[src/rtl/cpu_defs_pkg.sv]
// Shared CPU definitions: datapath widths, op encodings and pipeline register bundles.
package cpu_defs_pkg;

  localparam int unsigned DW = 16;
  localparam int unsigned AW = 8;
  localparam int unsigned RW = 3;
  localparam int unsigned CW = 16;

  typedef enum logic [1:0] {
    OP_NOP   = 2'b00,
    OP_ALU   = 2'b01,
    OP_LOAD  = 2'b10,
    OP_STORE = 2'b11
  } op_e;

  typedef struct packed {
    logic          valid;
    op_e           op;
    logic [DW-1:0] result;
    logic [DW-1:0] sdata;
    logic [RW-1:0] rd;
  } ex_mem_t;

  typedef struct packed {
    logic          we;
    logic [RW-1:0] rd;
    logic [DW-1:0] data;
  } mem_wb_t;

  // True when an effective address reaches beyond the data memory.
  function automatic logic addr_oob(input logic [DW-1:0] addr);
    return addr[DW-1:AW] != '0;
  endfunction

endpackage

[src/rtl/sat_cnt16.sv]
// 16-bit event counter that sticks at all-ones instead of wrapping.
module sat_cnt16
  import cpu_defs_pkg::*;
(
  input  logic          clk,
  input  logic          rst,
  input  logic          en,
  output logic [CW-1:0] count
);

  localparam logic [CW-1:0] CNT_MAX = '1;

  always_ff @(posedge clk) begin
    if (rst) begin
      count <= '0;
    end else if (en && (count != CNT_MAX)) begin
      count <= count + CW'(1);
    end
  end

endmodule

[src/rtl/mem_stage.sv]
// Memory-access stage: EX/MEM register, data memory drive, forwarding bus,
// MEM/WB register, op counters and sticky out-of-range address flag.
module mem_stage
  import cpu_defs_pkg::*;
(
  input  logic          clk,
  input  logic          rst,
  input  logic          ex_valid,
  input  logic [1:0]    ex_op,
  input  logic [DW-1:0] ex_result,
  input  logic [DW-1:0] ex_sdata,
  input  logic [RW-1:0] ex_rd,
  input  logic          stall,
  input  logic          flush,
  output logic [AW-1:0] dm_addr,
  output logic [DW-1:0] dm_wdata,
  output logic          dm_dwe,
  input  logic [DW-1:0] dm_rdata,
  output logic          fwd_we,
  output logic [RW-1:0] fwd_rd,
  output logic [DW-1:0] fwd_data,
  output logic          wb_we,
  output logic [RW-1:0] wb_rd,
  output logic [DW-1:0] wb_data,
  output logic [CW-1:0] ld_cnt,
  output logic [CW-1:0] st_cnt,
  output logic [CW-1:0] bub_cnt,
  output logic          err_addr
);

  ex_mem_t em_q, em_d;
  mem_wb_t wb_q, wb_d;
  logic    err_q;

  logic is_load, is_store, is_alu, mem_access;
  logic ld_en, bub_en;

  assign is_load    = em_q.valid && (em_q.op == OP_LOAD);
  assign is_store   = em_q.valid && (em_q.op == OP_STORE);
  assign is_alu     = em_q.valid && (em_q.op == OP_ALU);
  assign mem_access = is_load || is_store;

  // EX/MEM next value: stall holds, flush inserts a bubble, else capture EX.
  always_comb begin
    em_d = em_q;
    if (!stall) begin
      if (flush) begin
        em_d = '0;
      end else begin
        em_d.valid  = ex_valid;
        em_d.op     = op_e'(ex_op);
        em_d.result = ex_result;
        em_d.sdata  = ex_sdata;
        em_d.rd     = ex_rd;
      end
    end
  end

  // Memory port; the write is gated so it lands only on an advancing edge.
  assign dm_addr  = em_q.result[AW-1:0];
  assign dm_wdata = em_q.sdata;
  assign dm_dwe   = is_store && !stall && !rst;

  assign fwd_we   = (is_alu || is_load) && (em_q.rd != '0);
  assign fwd_rd   = em_q.rd;
  assign fwd_data = is_load ? dm_rdata : em_q.result;

  always_comb begin
    wb_d = wb_q;
    if (!stall) begin
      wb_d.we   = fwd_we;
      wb_d.rd   = em_q.rd;
      wb_d.data = fwd_data;
    end
  end

  always_ff @(posedge clk) begin
    if (rst) begin
      em_q  <= '0;
      wb_q  <= '0;
      err_q <= 1'b0;
    end else begin
      em_q <= em_d;
      wb_q <= wb_d;
      if (!stall && mem_access && addr_oob(em_q.result)) begin
        err_q <= 1'b1;
      end
    end
  end

  assign wb_we    = wb_q.we;
  assign wb_rd    = wb_q.rd;
  assign wb_data  = wb_q.data;
  assign err_addr = err_q;

  // A bubble is anything entering MEM that is not a real instruction.
  assign ld_en  = is_load && !stall;
  assign bub_en = !stall && (flush || !ex_valid || (ex_op == 2'(OP_NOP)));

  sat_cnt16 u_ld_cnt (
    .clk   (clk),
    .rst   (rst),
    .en    (ld_en),
    .count (ld_cnt)
  );

  sat_cnt16 u_st_cnt (
    .clk   (clk),
    .rst   (rst),
    .en    (dm_dwe),
    .count (st_cnt)
  );

  sat_cnt16 u_bub_cnt (
    .clk   (clk),
    .rst   (rst),
    .en    (bub_en),
    .count (bub_cnt)
  );

endmodule

[config.mk]
export PLATFORM = sky130hd
export DESIGN_NAME = mem_stage
export DESIGN_NICKNAME = d
export VERILOG_FILES = /design/src/rtl/cpu_defs_pkg.sv /design/src/rtl/sat_cnt16.sv /design/src/rtl/mem_stage.sv
export SDC_FILE = /design/constraint.sdc
export NUM_CORES = 1
export LEC_CHECK = 0
export CAP_MARGIN = 20
export CORE_ASPECT_RATIO = 1.1
export CORE_MARGIN = 2
export CORE_UTILIZATION = 45
export DETAILED_ROUTE_END_ITERATION = 10
export PLACE_DENSITY = 0.8
export SKIP_CTS_REPAIR_TIMING = 1
export SYNTH_ARGS = -nofsm -noshare
export SYNTH_HDL_FRONTEND = slang
export SYNTH_SLANG_ARGS = --single-unit
[constraint.sdc]
create_clock -name clk -period 2.7 [get_ports clk]
set_clock_uncertainty 0.15 [all_clocks]
set_input_delay 0.81 -clock clk [delete_from_list [all_inputs] [get_ports clk]]
set_output_delay 0.81 -clock clk [all_outputs]
set_load 0.01 [all_outputs]
; Yosys cells after proc, flatten, opt, wreduce, memory -nomap -nowiden
; Cells that the tools add are included.
[word_totals]
word_cells = 46
inputBits = 58
register_bits = 107
mem_count = 0
latch_bits = 0
romBits = 0
ram_bits = 0
[classes]
mux = 2
mul = 0
div = 0
shift = 0
n_reduce_logical = 23
n_lt_le_gt_ge = 0
n_bitwise = 0
addsub = 3
n_eq_ne = 6
[op_table]
columns = op, count
row1 = $add 16x1->16 const B, 3
row2 = $ne 16x16->1 const B, 3
row3 = $mux 38, 1
row4 = $mux 16, 1
row5 = $logic_and 1x1->1, 13
row6 = $reduce_bool 8->1, 1
row7 = $eq 2x2->1 const B, 2
row8 = $logic_or 1x1->1, 4
row9 = $logic_not 1->1, 3
row10 = $reduce_bool 3->1, 1
row11 = $eq 2x1->1 const B, 1
row12 = $logic_not 2->1, 1

; Depth between registers and ports, before layout
; Gate-level depths: netlist (run 1).
[depth]
word_depth = 5
mapped_depth = 6
mapped_depth_nobuf = 5

; By module
; From an unflattened synthesis (run 1), not the netlist that was laid out.
[unflattened]
hier_cells = 607
area_unflattened_um2 = 5267.6
[modules_own_cells]
columns = mod, cells_each, instances, area_per_inst_um2, seq_area_each_um2
row1 = mem_stage, 310, 1, 2722.6, 1181.1
row2 = sat_cnt16, 99, 3, 848.3, 320.3

; Worst setup path after synthesis (run 1)
; OpenSTA, ideal clock, no wires.
[synth_path]
path_kind = input to output
startpoint = input stall
endpoint = output dm_dwe
stages = 4
n_path_buf = 1
t_arrival_ps = 1661
slack_ps = 79
path_cell_list = clkbuf_1 nand3b_1 or2_2 inv_1
[synth_between]
elab_chain_len = 3
[synth_lines]
columns = element, line
row1 = start: declaration, mem_stage.sv:13  ; input logic stall,
row2 = $logic_not 1->1, mem_stage.sv:62  ; assign dm_dwe = is_store && !stall && !rst;
row3 = $logic_and 1x1->1 (2 in a row), mem_stage.sv:62
row4 = end: declaration, mem_stage.sv:17  ; output logic dm_dwe,
; Every way passes these cells.

; Worst setup path in the final report (run 1)
[layout_path]
startpoint = input dm_rdata[6]
endpoint = output fwd_data[6]
[layout_between]
elab_chain_len = 1
[layout_lines]
columns = element, line
row1 = start: declaration, mem_stage.sv:18  ; input logic [DW-1:0] dm_rdata,
row2 = $mux 16, mem_stage.sv:66  ; assign fwd_data = is_load ? dm_rdata : em_q.result;
row3 = end: declaration, mem_stage.sv:21  ; output logic [DW-1:0] fwd_data,
; Every way passes these cells.

==> results of run 1 <==
cell families after synthesis:
group           synth area share
compound gates            0.1765
xor+xnor                0.001793
fa+ha+maj               0.007685
buf+inv                  0.07300
flops                     0.4385
mux                      0.05661
simple gates              0.2459
critical path: cells and delay by family:
kind | cells | cell delay [ns]
buffers and inverters | 2 | 0.60
multiplexers | 1 | 0.29
registers in the layout (all words and copies together) (netlist names), 3 cells and up:
name / count
dm_wdata: 16
u_bub_cnt.count: 16
u_ld_cnt.count: 16
u_st_cnt.count: 16
wb_data: 16
em_q: 11
dm_addr: 8
fwd_rd: 3
wb_rd: 3
routing by layer:
metal,GRT usage,share of wire
met5,0,0
met4,0.08158,0.016
met3,0.06671,0.065
met1,0.2795,0.41
met2,0.3948,0.51
power groups by stage:
stage	sequential [mW]	clock [mW]	combinational, mW
floorplan	1.68	0	0.157
global placement	1.68	0	0.350
detailed placement	1.68	0	0.356
CTS	1.65	1.35	0.358
global route	1.65	1.41	0.383
finish	1.65	1.32	0.353
through the flow:
stage	setup TNS (ns)	cell area [µm²]	power, mW	setup WS [ns]
6_report	0	7064	3.322	0.03974
2_1_floorplan	0	4885	1.839	0.07875
3_5_place_dp	-4.476	6720	2.037	-0.3295
3_3_place_gp	-3.969	6720	2.030	-0.3345
4_1_cts	-4.142	7015	3.349	-0.3305
5_1_grt	0	7064	3.439	0.01032
placed cells by master (no fill, tap or decap), drive strengths merged, types with 18 or more instances in the layout:
cell / count
clkdlybuf4s50: 151
dfxtp: 107
nor2: 86
a22oi: 36
buf: 35
a21oi: 34
nor3: 25
mux2: 21
nand2: 18
or4: 18
dlymetal6s2s: 18
path summary, 6_finish.rpt:
check,from,to,slack (ns),depth (start not counted)
worst max-delay path,dm_rdata[6],fwd_data[6],0.04,3
worst min register to register,wb_we$_SDFFE_PP0N_,wb_we$_SDFFE_PP0N_,0.32,2
worst min-delay path,wb_we$_SDFFE_PP0N_,wb_we$_SDFFE_PP0N_,0.32,2
worst max register to register,u_st_cnt.count[0]$_SDFFE_PP0P_,u_st_cnt.count[14]$_SDFFE_PP0P_,0.54,5
cell type report:
class	count	area [µm²]
repair buffers	204	2022
clock buffers	13	260.3
inverters	9	33.78
flip-flops and latches	107	2146
multi-input cells	386	2389
clock inverters	2	35.03
fillers	849	3427
well taps	143	178.9
==> results.json, run 1 <==
{
  "slew_headroom": 0.2785,
  "initial_core_util": 0.4656,
  "drive_above_1_share": 0.1068,
  "worstPathMaxFanout": 2,
  "setup_viol": 0,
  "period_needed_ns": 2.660,
  "fin_crit_sh": 0.9853,
  "vias_per_cell": 5.615,
  "final_core_util": 0.6733,
  "io_pins": 172,
  "synth_ff_type": "dfxtp_1",
  "cp.arrival_ns": 1.70,
  "crit_type": "input pin to primary output",
  "clock_latency_ns": 0.34,
  "gp_routability_congestion": 0.8355,
  "synth.net_count": 621,
  "yosys-top-cells-count": "dfxtp_1 (107), nor2_1 (86), a22oi_1 (36)",
  "critPathSlowestCell": "clkdlybuf4s50_1",
  "cts_sinks": 107,
  "placedCellCount": 849,
  "clk_pin_slew_ns": 0.07,
  "htreeDepth": 3,
  "io_buffers": 171,
  "final_hold_viol_count": 0,
  "dp_hpwl_mm": 9.706,
  "synth_top_cell_by_area": "dfxtp_1",
  "status": "complete, no violations",
  "worst_slew_pin_slew_ns": 1.082,
  "ys_types": 48,
  "synth_most_common_cell": "dfxtp_1",
  "yosysSeqAreaShare": 0.4385,
  "syn_area_um2": 4885,
  "antenna_left": 0,
  "die_h_um": 113.3,
  "grt.overflow.total": 0,
  "whs_ns": 0.3211,
  "rows": 39,
  "slew_violations": 0,
  "ys_top_cells_by_area": "dfxtp_1 (44%), nor2_1 (6.6%), a22oi_1 (5.5%), mux2_2 (4.8%), buf_4 (4.1%)",
  "fmaxAchievable_mhz": 375.9,
  "drc": 0,
  "n_antenna_cell": 0,
  "p_int_mw": 2.583,
  "p_leak_nw": 2.771,
  "grt_pass1_wl_mm": 22.18,
  "setup.worst_path.start_class": "input pin",
  "p_comb_frac": 0.106,
  "power.share.clock": 0.398,
  "ir_drop_mv": 0.2918,
  "drt_iter0_drc": 257,
  "area_delta_synth_final_pct": 44.62,
  "fin_nets": 778,
  "root_buffer": "clkbuf_16",
  "yosysWarnings": 0,
  "path_cells": "clkdlybuf4s50_1 > mux2_2 > dlymetal6s2s_1",
  "seqPwrFrac": 0.496,
  "fin_cells": 864,
  "synth-seq-cells": 107,
  "syn-mean-instance-area_um2": 8.723,
  "synth_edf_count": 0,
  "cts_inserted_buffers": 9,
  "die-area_um2": 11710,
  "drt_pass1_iterations": 5,
  "critPathMaxStageDelay_ns": 0.42,
  "swShare": 0.2224,
  "wl_per_cell_um": 15.81,
  "die_w_um": 103.3,
  "critPathCaptureType": "primary output",
  "crit_required_ns": 1.74,
  "routed_wl_mm": 13.66,
  "cts_tree": "yes",
  "grt_max_degree": 104,
  "powerDensity_nw_per_um2": 470.2,
  "cts_buffer_depth": 2,
  "core_region_area_um2": 10490,
  "antenna_found_initial": 0,
  "first_global_vias": 4609,
  "syn_inst": 560,
  "hp-class": "flop to flop",
  "grt_use_total": 0.2334,
  "rsz0062_at_grt": "no",
  "p_sw_mw": 0.7388,
  "dr_total_vias": 4851,
  "netlist.area_leader.share": 0.4385,
  "synthArstFlopShare": 0,
  "cap_viol_max_count": 0
}
Note: power is estimated with default switching activity, not from simulation.
==> run 2: changes to the inputs <==
--- a/config.mk
+++ b/config.mk
@@ -9,6 +9,7 @@
 export CORE_ASPECT_RATIO = 1.1
 export CORE_MARGIN = 2
 export CORE_UTILIZATION = 45
+export CTS_CLUSTER_SIZE = 40
 export DETAILED_ROUTE_END_ITERATION = 10
 export PLACE_DENSITY = 0.8
 export SKIP_CTS_REPAIR_TIMING = 1
==> results of run 2 <==
No change in the layout: final DEF, timing and power equal those of run 1.
==> run 3: changes to the inputs <==
--- a/config.mk
+++ b/config.mk
@@ -13,6 +13,7 @@
 export DETAILED_ROUTE_END_ITERATION = 10
 export PLACE_DENSITY = 0.8
 export SKIP_CTS_REPAIR_TIMING = 1
+export SKIP_LAST_GASP = 1
 export SYNTH_ARGS = -nofsm -noshare
 export SYNTH_HDL_FRONTEND = slang
 export SYNTH_SLANG_ARGS = --single-unit
==> results of run 3 <==
No change in the layout: final DEF, timing and power equal those of run 1.
